===== src/rtl/cpu_seq.sv =====
// cpu_seq: multicycle Moore sequencer for the simple RISC datapath with MEM_WAIT memory dwell.
// Optional feature: define CPU_SEQ_MEM_READY_EN to gate FETCH/MEM completion on mem_ready.
module cpu_seq #(
    parameter int MEM_WAIT = 1
) (
    input  logic       clk,
    input  logic       reset,
    input  logic [2:0] opcode,
    input  logic [1:0] op,
    input  logic       mem_ready,
    output logic       loadir,
    output logic       incp,
    output logic       tsel,
    output logic       execb,
    output logic       msel,
    output logic       mwrite,
    output logic [1:0] nsel,
    output logic [1:0] vsel,
    output logic       write,
    output logic       asel,
    output logic       bsel,
    output logic       loada,
    output logic       loadb,
    output logic       loadc,
    output logic       loads,
    output logic       halted,
    output logic [3:0] state
);

    typedef enum logic [3:0] {
        S_RST   = 4'd0,
        S_FETCH = 4'd1,
        S_LDIR  = 4'd2,
        S_INCPC = 4'd3,
        S_RDRN  = 4'd4,
        S_RDRM  = 4'd5,
        S_WRRN  = 4'd6,
        S_CALC  = 4'd7,
        S_STAT  = 4'd8,
        S_MEM   = 4'd9,
        S_WRRD  = 4'd10,
        S_RDRD  = 4'd11,
        S_EXBR  = 4'd12,
        S_EXBM  = 4'd13,
        S_HALT  = 4'd14
    } state_e;

    localparam logic [3:0] WAIT_C = 4'(MEM_WAIT);

    state_e     state_q, state_d;
    logic [3:0] cnt_q, cnt_d;
    logic       mem_ok;
    logic       dwell_done;

`ifdef CPU_SEQ_MEM_READY_EN
    assign mem_ok = mem_ready;
`else
    logic unused_mem_ready;
    assign unused_mem_ready = mem_ready;
    assign mem_ok = 1'b1;
`endif

    assign dwell_done = (cnt_q == WAIT_C) && mem_ok;

    // NOTE: sequential state uses non-blocking assignments so every register samples pre-edge values.
    always_ff @(posedge clk or negedge reset) begin
        if (!reset) begin
            state_q <= S_RST;
            cnt_q   <= 4'd0;
        end else begin
            state_q <= state_d;
            cnt_q   <= cnt_d;
        end
    end

    // NOTE: every always_comb output gets a default first, so no path can infer a latch.
    always_comb begin
        state_d = state_q;
        case (state_q)
            S_RST:   state_d = S_FETCH;
            S_FETCH: if (dwell_done) state_d = S_LDIR;
            S_LDIR:  state_d = S_INCPC;
            S_INCPC: begin
                case (opcode)
                    3'b110:         state_d = (op == 2'b10) ? S_WRRN : S_RDRM;
                    3'b101:         state_d = (op == 2'b11) ? S_RDRM : S_RDRN;
                    3'b011, 3'b100: state_d = S_RDRN;
                    3'b001:         state_d = S_EXBR;
                    default:        state_d = S_HALT;
                endcase
            end
            S_RDRN:  state_d = (opcode == 3'b101) ? S_RDRM : S_CALC;
            S_RDRM:  state_d = S_CALC;
            S_CALC: begin
                if ({opcode, op} == 5'b101_01)
                    state_d = S_STAT;
                else if (opcode == 3'b011)
                    state_d = S_MEM;
                else if (opcode == 3'b100)
                    state_d = S_RDRD;
                else
                    state_d = S_WRRD;
            end
            S_RDRD:  state_d = S_MEM;
            S_MEM:   if (dwell_done) state_d = (opcode == 3'b011) ? S_WRRD : S_FETCH;
            S_WRRN, S_WRRD, S_STAT: state_d = S_FETCH;
            S_EXBR:  state_d = S_EXBM;
            S_EXBM:  state_d = S_FETCH;
            S_HALT:  state_d = S_HALT;
            default: state_d = S_RST;
        endcase
    end

    // Count only while dwelling; leaving or being outside FETCH/MEM clears it for the next entry.
    always_comb begin
        cnt_d = 4'd0;
        if ((state_q == S_FETCH || state_q == S_MEM) && state_d == state_q)
            cnt_d = (cnt_q == WAIT_C) ? cnt_q : cnt_q + 4'd1;
    end

    always_comb begin
        loadir = 1'b0;
        incp   = 1'b0;
        tsel   = 1'b0;
        execb  = 1'b0;
        msel   = 1'b0;
        mwrite = 1'b0;
        nsel   = 2'b00;
        vsel   = 2'b00;
        write  = 1'b0;
        asel   = 1'b0;
        bsel   = 1'b0;
        loada  = 1'b0;
        loadb  = 1'b0;
        loadc  = 1'b0;
        loads  = 1'b0;
        halted = 1'b0;
        case (state_q)
            S_LDIR:  loadir = 1'b1;
            S_INCPC: incp = 1'b1;
            S_RDRN:  loada = 1'b1;
            S_RDRM: begin
                nsel  = 2'b10;
                loadb = 1'b1;
            end
            S_WRRN: begin
                vsel  = 2'b01;
                write = 1'b1;
            end
            S_CALC: begin
                loadc = 1'b1;
                bsel  = (opcode == 3'b011) || (opcode == 3'b100);
                asel  = (opcode == 3'b110);
            end
            S_STAT:  loads = 1'b1;
            S_MEM: begin
                msel   = 1'b1;
                mwrite = (opcode == 3'b100);
            end
            S_WRRD: begin
                nsel  = 2'b01;
                write = 1'b1;
                vsel  = (opcode == 3'b011) ? 2'b00 : 2'b11;
            end
            S_RDRD: begin
                nsel  = 2'b01;
                loadb = 1'b1;
            end
            S_EXBR: begin
                execb = 1'b1;
                tsel  = 1'b1;
            end
            S_EXBM:  tsel = 1'b1;
            S_HALT:  halted = 1'b1;
            default: ;
        endcase
    end

    assign state = state_q;

endmodule


===== config.mk =====
export PLATFORM = sky130hd
export DESIGN_NAME = cpu_seq
export DESIGN_NICKNAME = d
export VERILOG_FILES = /design/src/rtl/cpu_seq.sv
export SDC_FILE = /design/constraint.sdc
export NUM_CORES = 1
export LEC_CHECK = 0
export CORE_MARGIN = 2
export CORE_UTILIZATION = 42
export DETAILED_ROUTE_END_ITERATION = 12
export MAX_ROUTING_LAYER = met4
export PLACE_DENSITY = 0.78
export SLEW_MARGIN = 10
export SYNTH_ARGS = -nofsm -noshare
export SYNTH_HDL_FRONTEND = slang
export SYNTH_SLANG_ARGS = --single-unit

===== constraint.sdc =====
create_clock -name clk -period 1.79 [get_ports clk]
set_clock_uncertainty 0.1 [all_clocks]
set_input_delay 0.2685 -clock clk [delete_from_list [all_inputs] [get_ports clk]]
set_output_delay 0.2685 -clock clk [all_outputs]
set_load 0.01 [all_outputs]

==> out/qor.txt, run 1 <==
outcome -> finished, violations left
violated checks -> negative setup slack
syn_nets -> 106
Synth Flop Type -> dfrtp_1
Setup WS post-layout -> -0.0295 ns
actual slew at the worst max-slew pin -> 0.363 ns
CP Max Fanout -> 7
post-synthesis adder-cell area fraction -> 3.33%
Initial DRC Count -> 28
Yosys top cell by area -> dfrtp_1
Ys Warns -> 0
type of destination of the critical path -> flop
TritonRoute pass-1 iters -> 5
PortBufs -> 28
Post-Synth XOR/XNOR Area -> 3.49%
Layout area overhead -> 80.2%
Synth async-reset ratio -> 100%
Final Hold Viols -> 0
vias post-DR -> 993
non-filler cells, final -> 185
Crit Path Class -> in -> reg
final cycle utilization of the critical path -> 102%
CTS Buf Count -> 3
register area share after synthesis -> 26.6%
share of layout cells above drive strength 1 -> 49.4%
Final ANT Viol Nets -> 0
synthesized flop and latch total -> 8
clock-pin slew on the worst setup and hold paths -> 0.05 ns
Initial Utilization -> 44.0%
Die ar. -> 2150 um2
filler cell count in the final layout -> 113
Die Ht -> 46.3 um
synth unique cells -> 38
width of the die -> 46.3 um
core area -> 1710 um2
leak pwr -> 0.000700 uW
routed len/inst -> 14.5 um
multi-input logic area -> 573 um2
Max IR drop VDD -> 0.964 mV
Worst Hold Class -> in -> async
Hold-fix buffers, CTS -> 0
max_slew headroom -> 75.7%
first-pass GRT wire length -> 3930 um
initial antenna violation count -> 0
main combinational cell family by area after synthesis -> simple AND/OR/NAND/NOR gates
GRT overflow -> 0
H-tree levels -> 1
Power, Total -> 1900 uW
Post-Synthesis Cell Area -> 752 um2
largest net degree at the start of global routing -> 12
GR Util All Layers -> 26.9%
worst skew pair latency -> 0.25 ns
commonest non-fill, non-tap cells in the layout -> buf_4 (33), buf_2 (12), nor2_1 (11)
WP data required -> 1.81 ns
vias per std cell -> 5.37
unrepaired setup endpoints after global routing -> true
top cells by area, synth -> dfrtp_1 (27%), nor2_1 (6.5%), nor3_1 (4.7%), nand2b_1 (4.2%), buf_2 (4.0%)
dpl hpwl -> 1890 um
CTS tree -> done
mux cell area share after synthesis -> 2.83%
dpl cells -> 175
Slew Viols, Final -> 0
leading cell type in the layout, fill and taps excluded -> buf_4
Max-Cap Viols -> 0
Synth top area share -> 26.6%
final WL -> 2680 um
synthesized area per cell -> 7.83 um2
Min Clock Period, post-route -> 1.82 ns
Max Freq -> 550 MHz
DRC viols -> 0
io pins -> 30
post-synthesis simple-gate area fraction -> 37.9%
critical path arrival -> 1.84 ns
Setup crit start kind -> primary input
# nets final -> 172
Post-synth EDFFs -> 0
Sinks on Clock Net -> 8
number of global-route vias before repair -> 908
CTS max path bufs -> 2
# setup viols final -> 2
GPL Wtd Cong -> 0.820
Root Driver -> clkbuf_4
post-synthesis compound-gate area fraction -> 19.8%
# rows -> 15
Sequential Area -> 200 um2
# diodes -> 0
Cells after Synth -> 96
P per Cell Area -> 1400 nW/um2
[final cells by class]
class	count	area share, %
Timing Repair Buffer	67	37.9
Multi-Input combinational cell	78	42.3
Inverter	4	1.11
Clock buffer	3	1.66
Sequential cell	8	14.8
Tap cell	25	2.31
[layer usage]
layer	GRT usage, %	up-vias	share of wire [%]
li1	-	474	-
met1	30.2	470	42
met2	46.9	47	51
met3	5.88	2	5.8
met4	8.00	0	0.78
met5	-	-	0
[cells by family after synthesis]
kind of cell	Yosys count
AOI/OAI and AO/OA	21
DFF	8
xor gates and xnor gates	3
muxes	2
adders and majority gates	2
buffers and inverters	10
and+or+nand+nor	50
[stage by stage]
step | hold WS [ns] | setup slack (ns) | TNS (ns) | utilization (%) | area [um2]
2_1_floorplan | -0.127 | 0.231 | 0 | - | 752
3_3_place_gp | 0.372 | -0.436 | -2.40 | 74.6 | 1270
3_5_place_dp | 0.386 | -0.491 | -2.66 | 74.6 | 1270
4_1_cts | 0.194 | -0.0558 | -0.0780 | 77.9 | 1330
5_1_grt | 0.208 | -0.0842 | -0.319 | 79.3 | 1360
6_report | 0.197 | -0.0295 | -0.0297 | 79.3 | 1360
[registers in the layout, indices dropped and copies added, names as in the netlist]
register and count:
cnt_q 4, state 4
[path summary, 6_finish.rpt]
| kind | startpoint | end | slack (ns) | cells after the start |
|---|---|---|---|---|
| worst max-delay path | opcode[1] | state[1] | -0.03 | 7 |
| worst min-delay path | reset | cnt_q[0] | 0.20 | 1 |
| worst max register to register | state[2] | state[1] | -0.01 | 7 |
| worst min register to register | cnt_q[0] | cnt_q[0] | 0.40 | 1 |
| max in group asynchronous | reset | state[3] | 1.13 | 1 |
| min in group clk | cnt_q[0] | cnt_q[0] | 0.40 | 1 |
[critical path: stages]
cell             delay, ns
clkdlybuf4s50_1       0.44
buf_6                 0.14
buf_4                 0.15
nor4bb_1              0.25
o21ai_0               0.12
a222oi_1              0.34
o211ai_1              0.14
[report_power, final]
group          switching (uW)  internal, uW  total, uW
clock network            56.5          76.4        133
logic                     685           784       1470
registers                52.4           242        294
[synthesized netlist by cell type (2+ instances only)]
master / instances
nor2_1: 13
dfrtp_1: 8
nand2_1: 8
nor3_1: 7
buf_2: 6
nand2b_1: 5
a21oi_1: 4
inv_1: 4
nor2b_1: 3
o21ai_0: 3
a222oi_1: 2
ha_1: 2
nand3_1: 2
nor3b_1: 2
o211ai_1: 2
o22ai_1: 2
xnor2_1: 2
[repair_timing]
item	CTS	global route
pin swaps	4	5
buffers inserted	4	3
gates resized for setup	64	27
setup endpoints to repair	20	20
endpoints found under the hold margin	0	0
(Power assumes the default switching activity.)
==> run 2: changes to the inputs <==
--- a/config.mk
+++ b/config.mk
@@ -7,6 +7,7 @@
 export LEC_CHECK = 0
 export CORE_MARGIN = 2
 export CORE_UTILIZATION = 42
+export CTS_CLUSTER_DIAMETER = 200
 export DETAILED_ROUTE_END_ITERATION = 12
 export MAX_ROUTING_LAYER = met4
 export PLACE_DENSITY = 0.78
==> results of run 2 <==
Same layout as run 1: the final DEF is identical, and so are final timing and power.
==> run 3: changes to the inputs <==
--- a/config.mk
+++ b/config.mk
@@ -9,6 +9,7 @@
 export CORE_UTILIZATION = 42
 export CTS_CLUSTER_DIAMETER = 200
 export DETAILED_ROUTE_END_ITERATION = 12
+export HOLD_SLACK_MARGIN = 0.02
 export MAX_ROUTING_LAYER = met4
 export PLACE_DENSITY = 0.78
 export SLEW_MARGIN = 10
==> results of run 3 <==
Same layout as run 1: the final DEF is identical, and so are final timing and power.
